`src/rtl/mips_pkg.sv`:
```
// Shared types and constants for the MIPS MEM-stage controller.
package mips_pkg;

    localparam int DATA_W = 32;
    localparam int REG_W  = 5;

    localparam logic [DATA_W-1:0] ERR_DATA_DEFAULT = 32'hDEADBEEF;

    typedef enum logic [1:0] {
        IDLE   = 2'd0,
        ACCESS = 2'd1,
        DONE   = 2'd2
    } mem_state_e;

endpackage

```
`src/rtl/mem_stage_ctrl_if.sv`:
```
// Request/acknowledge port between the MEM stage and a variable-latency data memory.
interface mem_stage_ctrl_if;
    import mips_pkg::*;

    logic              mem_req;
    logic              mem_we;
    logic [DATA_W-1:0] mem_addr;
    logic [DATA_W-1:0] mem_wdata;
    logic              mem_ack;
    logic [DATA_W-1:0] mem_rdata;

    modport master (
        output mem_req, mem_we, mem_addr, mem_wdata,
        input  mem_ack, mem_rdata
    );

    modport slave (
        input  mem_req, mem_we, mem_addr, mem_wdata,
        output mem_ack, mem_rdata
    );

endinterface

```
`src/rtl/mem_wb_pipe.sv`:
```
// MEM/WB pipeline register; bubble clears the write-back controls, load takes the M-side values.
module mem_wb_pipe
    import mips_pkg::*;
(
    input  logic              clk,
    input  logic              rst,
    input  logic              load_i,
    input  logic              bubble_i,
    input  logic              rd_load_i,
    input  logic              reg_write_i,
    input  logic              memto_reg_i,
    input  logic [DATA_W-1:0] alu_out_i,
    input  logic [REG_W-1:0]  write_reg_i,
    input  logic [DATA_W-1:0] read_data_i,
    output logic              reg_write_o,
    output logic              memto_reg_o,
    output logic [DATA_W-1:0] alu_out_o,
    output logic [REG_W-1:0]  write_reg_o,
    output logic [DATA_W-1:0] read_data_o
);

    // NOTE: sequential state uses <= so every register samples pre-edge values.
    always_ff @(posedge clk) begin
        if (rst) begin
            reg_write_o <= 1'b0;
            memto_reg_o <= 1'b0;
            alu_out_o   <= '0;
            write_reg_o <= '0;
            read_data_o <= '0;
        end else begin
            if (bubble_i) begin
                reg_write_o <= 1'b0;
                memto_reg_o <= 1'b0;
            end else if (load_i) begin
                reg_write_o <= reg_write_i;
                memto_reg_o <= memto_reg_i;
                alu_out_o   <= alu_out_i;
                write_reg_o <= write_reg_i;
            end
            if (rd_load_i) begin
                read_data_o <= read_data_i;
            end
        end
    end

endmodule

```
`src/rtl/mem_stage_ctrl.sv`:
```
// MEM-stage controller: turns lw/sw into a req/ack memory access and stalls the pipeline until done.
// Optional access timeout with sticky mem_err is enabled by defining MEM_TIMEOUT_EN.
module mem_stage_ctrl
    import mips_pkg::*;
#(
    parameter int unsigned       TIMEOUT_CYCLES = 255,
    parameter logic [DATA_W-1:0] ERR_DATA       = ERR_DATA_DEFAULT
) (
    input  logic                    clk,
    input  logic                    rst,
    input  logic                    RegWriteM,
    input  logic                    MemtoRegM,
    input  logic                    MemWriteM,
    input  logic [DATA_W-1:0]       ALUOutM,
    input  logic [DATA_W-1:0]       WriteDataM,
    input  logic [REG_W-1:0]        WriteRegM,
    output logic                    StallM,
    mem_stage_ctrl_if.master        mem,
    output logic                    RegWriteW,
    output logic                    MemtoRegW,
    output logic [DATA_W-1:0]       ReadDataW,
    output logic [DATA_W-1:0]       ALUOutW,
    output logic [REG_W-1:0]        WriteRegW,
    output logic                    mem_err
);

    // The timeout counter is 8 bits wide, so the limit must fit in 1..255.
    if (TIMEOUT_CYCLES == 0 || TIMEOUT_CYCLES > 255) begin : g_bad_timeout
        $error("TIMEOUT_CYCLES must be in 1..255");
    end

    mem_state_e        state_q, state_d;
    logic [DATA_W-1:0] addr_q, addr_d;
    logic [DATA_W-1:0] wdata_q, wdata_d;
    logic              we_q, we_d;
    logic [DATA_W-1:0] buf_q, buf_d;
    logic              wb_load, wb_bubble, wb_rd_load;
    logic              timeout_hit;
    logic              memop;

    assign memop = MemtoRegM | MemWriteM;

`ifdef MEM_TIMEOUT_EN
    localparam logic [7:0] TO_LAST = 8'(TIMEOUT_CYCLES - 1);

    logic [7:0] cnt_q, cnt_d;
    logic       mem_err_q;

    assign timeout_hit = (state_q == ACCESS) && (cnt_q == TO_LAST);
    assign mem_err     = mem_err_q;

    // Held at zero outside ACCESS, so every access starts counting from a clean count.
    always_comb begin
        cnt_d = '0;
        if (state_q == ACCESS) begin
            cnt_d = cnt_q + 8'd1;
        end
    end

    always_ff @(posedge clk) begin
        if (rst) begin
            cnt_q     <= '0;
            mem_err_q <= 1'b0;
        end else begin
            cnt_q     <= cnt_d;
            mem_err_q <= mem_err_q | (timeout_hit & ~mem.mem_ack);
        end
    end
`else
    assign timeout_hit = 1'b0;
    assign mem_err     = 1'b0;
`endif

    always_ff @(posedge clk) begin
        if (rst) begin
            state_q <= IDLE;
            addr_q  <= '0;
            wdata_q <= '0;
            we_q    <= 1'b0;
            buf_q   <= '0;
        end else begin
            state_q <= state_d;
            addr_q  <= addr_d;
            wdata_q <= wdata_d;
            we_q    <= we_d;
            buf_q   <= buf_d;
        end
    end

    // NOTE: every output of this block gets a default first, so no latches are inferred.
    always_comb begin
        state_d    = state_q;
        addr_d     = addr_q;
        wdata_d    = wdata_q;
        we_d       = we_q;
        buf_d      = buf_q;
        StallM     = 1'b0;
        wb_load    = 1'b0;
        wb_bubble  = 1'b0;
        wb_rd_load = 1'b0;

        case (state_q)
            IDLE: begin
                if (memop) begin
                    StallM    = 1'b1;
                    wb_bubble = 1'b1;
                    addr_d    = ALUOutM;
                    wdata_d   = WriteDataM;
                    we_d      = MemWriteM;
                    state_d   = ACCESS;
                end else begin
                    wb_load = 1'b1;
                end
            end
            ACCESS: begin
                StallM    = 1'b1;
                wb_bubble = 1'b1;
                if (mem.mem_ack) begin
                    if (!we_q) begin
                        buf_d = mem.mem_rdata;
                    end
                    state_d = DONE;
                end else if (timeout_hit) begin
                    buf_d   = ERR_DATA;
                    state_d = DONE;
                end
            end
            DONE: begin
                // EX/MEM still shows this instruction; returning to IDLE without a
                // memop check is what keeps it from being issued twice.
                wb_load    = 1'b1;
                wb_rd_load = 1'b1;
                state_d    = IDLE;
            end
            default: begin
                state_d = IDLE;
            end
        endcase
    end

    assign mem.mem_req   = (state_q == ACCESS);
    assign mem.mem_we    = we_q;
    assign mem.mem_addr  = addr_q;
    assign mem.mem_wdata = wdata_q;

    mem_wb_pipe u_mem_wb_pipe (
        .clk         (clk),
        .rst         (rst),
        .load_i      (wb_load),
        .bubble_i    (wb_bubble),
        .rd_load_i   (wb_rd_load),
        .reg_write_i (RegWriteM),
        .memto_reg_i (MemtoRegM),
        .alu_out_i   (ALUOutM),
        .write_reg_i (WriteRegM),
        .read_data_i (buf_q),
        .reg_write_o (RegWriteW),
        .memto_reg_o (MemtoRegW),
        .alu_out_o   (ALUOutW),
        .write_reg_o (WriteRegW),
        .read_data_o (ReadDataW)
    );

endmodule
```
`src/flat_wrapper.sv`:
```
// flat-port wrapper written by rule: the top's interface ports become plain ports
module mem_stage_ctrl_flat import mips_pkg::*;
#(
    parameter int unsigned       TIMEOUT_CYCLES = 255,
    parameter logic [DATA_W-1:0] ERR_DATA       = ERR_DATA_DEFAULT
)
  (clk, rst, RegWriteM, MemtoRegM, MemWriteM, ALUOutM, WriteDataM, WriteRegM, StallM, RegWriteW, MemtoRegW, ReadDataW, ALUOutW, WriteRegW, mem_err, mem_mem_req, mem_mem_we, mem_mem_addr, mem_mem_wdata, mem_mem_ack, mem_mem_rdata);
  mem_stage_ctrl_if mem_i ();
  input  logic clk;
  input  logic rst;
  input  logic RegWriteM;
  input  logic MemtoRegM;
  input  logic MemWriteM;
  input  logic [DATA_W-1:0] ALUOutM;
  input  logic [DATA_W-1:0] WriteDataM;
  input  logic [REG_W-1:0] WriteRegM;
  output logic StallM;
  output logic RegWriteW;
  output logic MemtoRegW;
  output logic [DATA_W-1:0] ReadDataW;
  output logic [DATA_W-1:0] ALUOutW;
  output logic [REG_W-1:0] WriteRegW;
  output logic mem_err;
  output wire logic [$bits(mem_i.mem_req)-1:0] mem_mem_req;
  output wire logic [$bits(mem_i.mem_we)-1:0] mem_mem_we;
  output wire logic [$bits(mem_i.mem_addr)-1:0] mem_mem_addr;
  output wire logic [$bits(mem_i.mem_wdata)-1:0] mem_mem_wdata;
  input wire logic [$bits(mem_i.mem_ack)-1:0] mem_mem_ack;
  input wire logic [$bits(mem_i.mem_rdata)-1:0] mem_mem_rdata;
  assign mem_mem_req = mem_i.mem_req;
  assign mem_mem_we = mem_i.mem_we;
  assign mem_mem_addr = mem_i.mem_addr;
  assign mem_mem_wdata = mem_i.mem_wdata;
  assign mem_i.mem_ack = mem_mem_ack;
  assign mem_i.mem_rdata = mem_mem_rdata;
  mem_stage_ctrl #(.TIMEOUT_CYCLES(TIMEOUT_CYCLES), .ERR_DATA(ERR_DATA)) u_core (.clk(clk), .rst(rst), .RegWriteM(RegWriteM), .MemtoRegM(MemtoRegM), .MemWriteM(MemWriteM), .ALUOutM(ALUOutM), .WriteDataM(WriteDataM), .WriteRegM(WriteRegM), .StallM(StallM), .mem(mem_i), .RegWriteW(RegWriteW), .MemtoRegW(MemtoRegW), .ReadDataW(ReadDataW), .ALUOutW(ALUOutW), .WriteRegW(WriteRegW), .mem_err(mem_err));
endmodule
```
`config.mk`:
```
export PLATFORM = sky130hd
export DESIGN_NAME = mem_stage_ctrl_flat
export DESIGN_NICKNAME = d
export VERILOG_FILES = /design/src/rtl/mips_pkg.sv /design/src/rtl/mem_stage_ctrl_if.sv /design/src/rtl/mem_wb_pipe.sv /design/src/rtl/mem_stage_ctrl.sv /design/src/flat_wrapper.sv
export SDC_FILE = /design/constraint.sdc
export NUM_CORES = 1
export LEC_CHECK = 0
export ABC_AREA = 0
export ABC_CLOCK_PERIOD_IN_PS = 3700
export CAP_MARGIN = 10
export CELL_PAD_IN_SITES_DETAIL_PLACEMENT = 1
export CELL_PAD_IN_SITES_GLOBAL_PLACEMENT = 2
export CORE_UTILIZATION = 27
export DETAILED_ROUTE_END_ITERATION = 6
export PLACE_DENSITY_LB_ADDON = 0.1
export REMOVE_ABC_BUFFERS = 1
export SLEW_MARGIN = 15
export SYNTH_ARGS = -nofsm -noshare
export SYNTH_HDL_FRONTEND = slang
export SYNTH_SLANG_ARGS = --single-unit
```
`constraint.sdc`:
```
create_clock -name clk -period 3.7 [get_ports clk]
set_input_delay 0.74 -clock clk [delete_from_list [all_inputs] [get_ports clk]]
set_output_delay 0.74 -clock clk [all_outputs]
set_load 0.005 [all_outputs]
```
; ---- Yosys cells after proc, flatten, opt, wreduce, memory -nomap -nowiden
; Index checks and enable logic that the tools add are counted.
[op_classes]
n_eq_ne = 4
muxes = 8
bitwise = 3
reduce_logical = 6
[op_table]
columns = cell, count
row1 = $reduce_and 2->1, 3
row2 = $mux 2, 2
row3 = $ne 2x1->1 const B, 2
row4 = $pmux 1 s2, 2
row5 = $pmux 2 s2, 1
row6 = $mux 1, 3
row7 = $reduce_and 3->1, 1
row8 = $eq 2x1->1 const B, 1
row9 = $eq 2x2->1 const B, 1
row10 = $logic_not 2->1, 1
row11 = $not 1->1, 2
row12 = $reduce_or 2->1, 1
row13 = $or 1x1->1, 1
[word_totals]
regBits = 170
in_bits = 107
out_inout_bits = 139
wordCells = 31

; ---- Logic depth before layout (Yosys ltp)
; Gate-level depths: netlist of run 1.
[depth]
depth_word = 5
ltp_mapped = 6
depth_no_buf = 3

; ---- Modules after synthesis
; From an unflattened synthesis of run 1, not the netlist that was laid out.
[unflattened]
cells_unflattened = 718
area_unflattened_um2 = 7173.1
[modules_own_cells]
columns = module, instances, cells_per_inst, area_each_um2, seq_area_each_um2
row1 = mem_stage_ctrl, 1, 439, 4140.2, 1981.9
row2 = mem_wb_pipe, 1, 279, 3032.9, 1421.4

; ---- Worst setup path after synthesis of run 1
; OpenSTA, ideal clock, no wires.
[synth_path]
path_kind = input port to output port
start = input port MemtoRegM
end = output port StallM
t_arrival_ps = 1070
required_ps = 2960
path_slack_ps = 1890
stages = 2
path_cell_list = nor3_1 -> nor2_1
[synth_via]
elab_chain_cells = 3
[synth_rtl]
columns = element, line
row1 = start: declaration, flat_wrapper.sv:12  ; input logic MemtoRegM;
row2 = $or 1x1->1, mem_stage_ctrl.sv:41  ; assign memop = MemtoRegM | MemWriteM;
row3 = $mux 1, mem_stage_ctrl.sv:104  ; if (memop) begin
row4 = $pmux 1 s2, mem_stage_ctrl.sv:102  ; case (state_q)
row5 = end: declaration, flat_wrapper.sv:17  ; output logic StallM;
; No other way between the ends.

; ---- Worst setup path after layout of run 1
; Same ends and word-level chain as after synthesis.

==> impl_metrics.py, run 1 <==
metrics = {
    "outcome": {
        "status": "finished clean",
    },
    "route": {
        "drc": 0,
        "route.antenna.remaining_nets": 0,
        "drt-initial-drc-count": 216,
        "totalWireLength_um": 21470,
        "vias": 5842,
        "drtPass1Iterations": 4,
        "viasPerCell": 4.501,
        "wl_per_cell_um": 16.54,
    },
    "yosys": {
        "avgSynthCellArea_um2": 8.588,
        "synth_area_um2": 6553,
        "yosysUniqueCellTypes": 27,
        "yosysSeqAreaShare_pct": 51.94,
        "synth-compound-area-share_pct": 15.20,
        "ys.warnings.count": 0,
        "synth_top_family_by_area": "simple AND/OR/NAND/NOR gates",
        "syn_inst": 763,
        "muxShareOfSynthArea_pct": 5.977,
        "synth-simple-area-share_pct": 20.72,
        "synth-adder-area-share_pct": 0,
        "synth_xor_area_share_pct": 0,
        "ys_seq_elements": 170,
    },
    "worst_setup_path": {
        "critical_path_arrival_ns": 2.13,
        "critPathLaunchType": "input pin",
        "crit_slowest_cell": "clkdlybuf4s50_1",
        "path_class": "in2out",
        "cp_common_cell": "clkdlybuf4s50_1",
        "critical_path.max_fanout": 5,
        "crit_path_end_kind": "output pin",
        "crit_chain": "clkdlybuf4s50_1 -> nor3_1 -> nor2_1 -> clkdlybuf4s50_1",
        "cp.required_ns": 2.96,
        "max_stage_delay_ns": 0.51,
        "r2r_cells": 4,
    },
    "final_layout": {
        "fill_cells": 2753,
        "post-route-util_pct": 41.32,
        "nets": 1072,
        "seqCellArea_um2": 3403,
        "drive_gt1_share_pct": 5.317,
        "postLayoutCellArea_um2": 9756,
        "multi_input_area_um2": 2779,
        "syn_to_final_growth_pct": 48.88,
    },
    "clock_tree": {
        "ctsResizeCount": 0,
        "cts_hold_repair.buffers": 0,
        "cts_buffer_depth": 2,
        "insertion_delay_ns": 0.42,
        "htree_num_levels": 4,
        "cts_root_buf": "clkbuf_16",
        "cts_buffers": 17,
        "clk_pin_slew_ns": 0.07,
        "tritoncts": "yes",
        "cts.sinks": 170,
        "cts_setup_buffers": 0,
    },
    "run": {
        "drv_cap": 0,
    },
    "floorplanning": {
        "die_height_um": 157.8,
        "die_w_um": 157.8,
        "rows": 56,
        "ios": 246,
        "dieArea_um2": 24900,
        "start_util_pct": 27.75,
        "core-area_um2": 23610,
    },
    "global_route": {
        "grt_pass1_wl_um": 33420,
        "grt.overflow.total": 0,
        "grt_pass1_vias": 5893,
        "track_usage_pct": 17.54,
        "antenna_found_initial": 1,
        "grt_max_degree": 79,
    },
    "hold_path": {
        "holdPathStages": 2,
        "hold_class": "reg2reg",
    },
    "timing": {
        "drv_slew": 0,
        "fin_crit_sh_pct": 77.64,
        "fmax_ghz": 0.3481,
        "final-setup-viol-count": 0,
        "tightest_slew_ns": 0.8064,
        "finalCriticalPeriod_ns": 2.873,
        "fin_skew_ns": 0.008869,
        "rsz0062_at_grt": "no",
        "setup_tns_ns": 0,
        "relSlewSlack_pct": 46.11,
        "hold_viol": 0,
    },
    "placement": {
        "place.detailed.hpwl_um": 13540,
        "place_area_um2": 9153,
        "globalplace.congestion": 0.6931,
        "place.port_buffers": 244,
    },
    "pwr": {
        "p_leak_nw": 3.376,
        "total_power_mw": 4.482,
        "power-per-cell-area_nw_per_um2": 459.4,
        "vdd_ir_drop_max_mv": 0.2376,
    },
}
==> worst max-delay path: cells and delay by family <==
family / cells / cell delay (ns)
simple gates: 2 / 0.43
buf+inv: 2 / 0.96
==> area by class of cell <==
| cell class | count | area share [%] |
|---|---|---|
| sequential | 170 | 34.89 |
| multi-input combinational | 519 | 28.49 |
| timing repair buffer | 255 | 26.28 |
| clock buffer | 18 | 4.502 |
| tap | 319 | 4.091 |
| clock inverter | 14 | 1.654 |
| inverter | 2 | 0.07695 |
| antenna | 1 | 0.02565 |
==> state kept, by name, summed over array words and instances, names as in the netlist <==
signal,cells
u_core.buf_q,32
u_core.mem.mem_addr,32
u_core.mem.mem_wdata,32
u_core.mem.mem_we,1
u_core.state_q,2
u_core.u_mem_wb_pipe.alu_out_o,32
u_core.u_mem_wb_pipe.memto_reg_o,1
u_core.u_mem_wb_pipe.read_data_o,32
u_core.u_mem_wb_pipe.reg_write_o,1
u_core.u_mem_wb_pipe.write_reg_o,5
==> path summary, 6_finish.rpt <==
path                                                startpoint                                                 to  slack (ns)
worst min-delay path             u_core.buf_q[21]$_SDFFE_PP0P_  u_core.u_mem_wb_pipe.read_data_o[21]$_SDFFE_PP0N_        0.45
worst max register to register  u_core.state_q[0]$_SDFFE_PP0P_                      u_core.buf_q[27]$_SDFFE_PP0P_        1.75
worst min register to register   u_core.buf_q[21]$_SDFFE_PP0P_  u_core.u_mem_wb_pipe.read_data_o[21]$_SDFFE_PP0N_        0.45
worst max-delay path                                 MemtoRegM                                             StallM        0.83
==> report_power, final <==
group          switching, mW  internal [mW]  leakage (nW)
clock                  0.818           1.03         0.295
sequential            0.0518           1.93          1.39
combinational          0.300          0.352          1.69
total                   1.17           3.31          3.38
==> cells in the mapped netlist <==
cell type,n,area [um^2]
clkbuf_1,37,138.9
conb_1,1,3.750
a21oi_2,1,8.760
mux2i_1,38,380.4
dfxtp_1,170,3403
nand3_1,64,320.3
or2_2,1,6.260
buf_4,11,82.58
nand4bb_1,1,11.26
a22oi_1,1,7.510
mux2_2,1,11.26
buf_2,20,100.1
nor3_1,2,10.01
buf_12,3,60.06
and4bb_1,1,12.51
nand2_1,130,488.0
a21oi_1,129,645.6
buf_6,1,11.26
o21ai_0,53,265.3
or2_1,1,6.260
nor2_1,4,15.01
a2111oi_0,1,8.760
nor2_2,1,6.260
inv_1,2,7.510
o21ai_1,12,60.06
nand2b_1,75,469.2
nor2b_1,2,12.51
==> metrics by stage <==
stage / hold WS [ns] / std cells / setup slack [ns]
final: 0.4467 / 1298 / 0.8274
after global routing: 0.4610 / 1297 / 0.7498
after CTS: 0.4478 / 1297 / 0.8284
after detailed placement: 0.4454 / 1265 / 0.8314
after global placement: 0.4416 / 1265 / 0.8492
after floorplan: 0.4260 / 691 / 0.1182
==> routing by layer <==
layer | global-route usage [%] | vias up | routed length, um | share of wire (%)
li1 | - | 2957 | - | -
met1 | 21.56 | 2716 | 9368 | 44
met2 | 26.91 | 153 | 9571 | 45
met3 | 8.404 | 16 | 2305 | 11
met4 | 5.270 | 0 | 227 | 1.1
met5 | 0 | - | 0 | 0
==> kinds of logic after synthesis <==
group | Yosys count
AOI/OAI and AO/OA | 197
buffers and inverters | 74
DFF | 170
muxes | 39
other | 1
and+or+nand+nor | 282
==> cells in the final DEF, fill, tap and decap left out, drive strengths merged, types with 2 or more instances in the layout <==
| cell type | instances |
|---|---|
| mux2i | 38 |
| o21ai | 65 |
| nor2 | 5 |
| buf | 12 |
| nand3 | 64 |
| clkinv | 6 |
| or2 | 2 |
| inv | 7 |
| dfxtp | 170 |
| nand2b | 75 |
| clkdlybuf4s50 | 243 |
| nor3 | 2 |
| clkbuf | 18 |
| bufinv | 2 |
| nor2b | 2 |
| a21oi | 130 |
| nand2 | 130 |
Note: power is estimated with default switching activity, not from simulation.
==> run 2: changes to the inputs <==
--- a/config.mk
+++ b/config.mk
@@ -6,11 +6,11 @@
 export NUM_CORES = 1
 export LEC_CHECK = 0
 export ABC_AREA = 0
-export ABC_CLOCK_PERIOD_IN_PS = 3700
+export ABC_CLOCK_PERIOD_IN_PS = 2900
 export CAP_MARGIN = 10
 export CELL_PAD_IN_SITES_DETAIL_PLACEMENT = 1
 export CELL_PAD_IN_SITES_GLOBAL_PLACEMENT = 2
-export CORE_UTILIZATION = 27
+export CORE_UTILIZATION = 25
 export DETAILED_ROUTE_END_ITERATION = 6
 export PLACE_DENSITY_LB_ADDON = 0.1
 export REMOVE_ABC_BUFFERS = 1
==> constraint.sdc (replaced) <==
create_clock -name clk -period 2.9 [get_ports clk]
set_input_delay 0.58 -clock clk [delete_from_list [all_inputs] [get_ports clk]]
set_output_delay 0.58 -clock clk [all_outputs]
set_load 0.005 [all_outputs]
==> run 2 against run 1 <==
Effect of this change:
- first-iteration DRC count rose by 7.4%
- setup slack got worse by 0.50 ns
- final area up 0.68%
- critical path type unchanged
- routed wire length rose by 2.5%
- critical endpoint unchanged
- sequential power grew 28%
- largest cell class unchanged
==> impl_metrics.py, run 2 (synthesis gave the netlist of run 1 again) <==
metrics = {
    "outcome": {
        "status": "finished clean",
    },
    "clock_tree": {
        "cts_root_buf": "clkbuf_16",
        "cts_setup_buffers": 0,
        "insertion_delay_ns": 0.42,
        "clk_pin_slew_ns": 0.07,
        "cts.sinks": 170,
        "cts_buffer_depth": 2,
        "cts_hold_repair.buffers": 0,
        "tritoncts": "yes",
        "ctsResizeCount": 0,
        "htree_num_levels": 4,
        "cts_buffers": 17,
    },
    "global_route": {
        "grt.overflow.total": 0,
        "track_usage_pct": 16.57,
        "grt_max_degree": 65,
        "grt_pass1_vias": 5996,
        "grt_pass1_wl_um": 34220,
        "antenna_found_initial": 2,
    },
    "timing": {
        "hold_viol": 0,
        "finalCriticalPeriod_ns": 2.575,
        "relSlewSlack_pct": 61.84,
        "final-setup-viol-count": 0,
        "tightest_slew_ns": 0.5716,
        "fmax_ghz": 0.3883,
        "rsz0062_at_grt": "no",
        "fin_skew_ns": 0.009097,
        "drv_slew": 0,
        "fin_crit_sh_pct": 88.80,
    },
    "worst_setup_path": {
        "r2r_start": "u_core.state_q[0]$_SDFFE_PP0P_",
        "max_stage_delay_ns": 0.51,
        "crit_chain": "clkdlybuf4s50_1 -> nor3_1 -> nor2_1 -> clkdlybuf4s50_1",
        "cp_num_buf_inv": 2,
        "cp_top_family": "buffers and inverters",
        "crit_slowest_cell": "clkdlybuf4s50_1",
        "cp_common_cell": "clkdlybuf4s50_1",
        "critPathLaunchType": "input pin",
        "path_class": "in2out",
        "crit_path_end_kind": "output pin",
        "critical_path_arrival_ns": 2.00,
        "reg2reg_setup_slack_ns": 1.23,
        "rr_endpoint": "u_core.buf_q[23]$_SDFFE_PP0P_",
        "cp.required_ns": 2.32,
        "critical_path.max_fanout": 5,
        "r2r_cells": 4,
    },
    "pwr": {
        "power_frac_seq_pct": 44.2,
        "clock_power_share_pct": 41.1,
        "power-per-cell-area_nw_per_um2": 582.0,
        "switching_share_pct": 26.67,
        "power_frac_comb_pct": 14.7,
        "total_power_mw": 5.717,
        "p_leak_nw": 3.411,
        "vdd_ir_drop_max_mv": 0.2461,
        "p_int_mw": 4.192,
        "switching_power_mw": 1.525,
    },
    "hold_path": {
        "holdPathStages": 2,
        "holdCritStartpoint": "u_core.buf_q[27]$_SDFFE_PP0P_",
        "whs_endpoint": "u_core.u_mem_wb_pipe.read_data_o[27]$_SDFFE_PP0N_",
        "hold_class": "reg2reg",
    },
    "floorplanning": {
        "core-area_um2": 25470,
        "rows": 58,
        "die_w_um": 163.9,
        "die_height_um": 163.9,
        "start_util_pct": 25.72,
        "ios": 246,
        "dieArea_um2": 26860,
    },
    "route": {
        "drtPass1Iterations": 4,
        "wl_per_cell_um": 16.75,
        "vias": 5948,
        "drc": 0,
        "viasPerCell": 4.527,
        "drt-initial-drc-count": 232,
        "totalWireLength_um": 22010,
        "route.antenna.remaining_nets": 0,
    },
    "final_layout": {
        "fill_cells": 2965,
        "nets": 1077,
        "drive_gt1_share_pct": 5.697,
        "final_common_cell": "clkdlybuf4s50_1",
        "postLayoutCellArea_um2": 9822,
        "syn_to_final_growth_pct": 49.89,
        "layout_common_cells": "clkdlybuf4s50_1, dfxtp_1, nand2_1",
    },
    "placement": {
        "globalplace.congestion": 0.7071,
        "place.port_buffers": 244,
        "place.detailed.hpwl_um": 13910,
        "place_area_um2": 9221,
    },
    "run": {
        "drv_cap": 0,
    },
}
[run 2: changes by cell type in the layout (fill, tap and decap cells not counted), sizes merged]
cell / before / now
clkinv: 6 / 1
bufinv: 2 / 1
clkbuf: 18 / 19
clkinvlp: 1 / 0
inv: 7 / 13
buf: 12 / 17
[run 2: worst max-delay path by stage]
stage | from | endpoint | cells past startpoint
final | MemtoRegM | StallM | 4
after global routing | MemtoRegM | StallM | 4
after CTS | MemtoRegM | StallM | 4
after detailed placement | MemtoRegM | StallM | 4
after global placement | MemtoRegM | StallM | 4
after floorplan | MemtoRegM | u_core.u_mem_wb_pipe.alu_out_o[0]$_SDFFE_PP0P_ | 3
[run 2: metrics by stage]
step | setup TNS (ns) | cells | worst slack [ns] | utilization (%) | hold WS (ns)
2_1_floorplan | -19.31 | 691 | -0.5218 | - | 0.4260
3_3_place_gp | 0 | 1281 | 0.3614 | 36.20 | 0.4404
3_5_place_dp | 0 | 1281 | 0.3254 | 36.20 | 0.4438
4_1_cts | 0 | 1313 | 0.3142 | 38.55 | 0.4524
5_1_grt | 0 | 1313 | 0.2399 | 38.55 | 0.4685
6_report | 0 | 1314 | 0.3249 | 38.56 | 0.4475
[run 2: cell type report]
type                            count  area [um^2]  share of cell area, %
Clock buffer                       19        452.9                  4.611
Multi-Input combinational cell    519         2771                  28.22
Tap cell                          330        412.9                  4.204
Sequential cell                   170         3403                  34.65
Antenna cell                        1        2.502                0.02548
Inverter                            2        7.507                0.07643
Timing Repair Buffer              260         2626                  26.74
Clock inverter                     13        145.1                  1.478
[run 2: worst register-to-register path, cell delays in order, from the launching register on]
cell and delay (ns):
dfxtp_1 0.69, and4bb_1 0.27, buf_4 0.34, nand2_1 0.16, a21oi_1 0.14
[run 2: power by group through the flow]
| stage | sequential, mW | combinational (mW) | clock (mW) |
|---|---|---|---|
| 2_1_floorplan | 2.58 | 0.281 | 0 |
| 3_3_place_gp | 2.58 | 0.858 | 0 |
| 3_5_place_dp | 2.58 | 0.858 | 0 |
| 4_1_cts | 2.53 | 0.863 | 2.46 |
| 5_1_grt | 2.55 | 0.924 | 2.55 |
| 6_report | 2.53 | 0.838 | 2.35 |
[run 2: per-layer routing]
metal / up-vias / track usage (%) / part of all wire (%)
met2: 171 / 25.81 / 45
li1: 2968 / - / -
met3: 12 / 7.929 / 10
met5: - / 0 / 0.059
met1: 2795 / 20.44 / 44
met4: 2 / 4.040 / 0.74
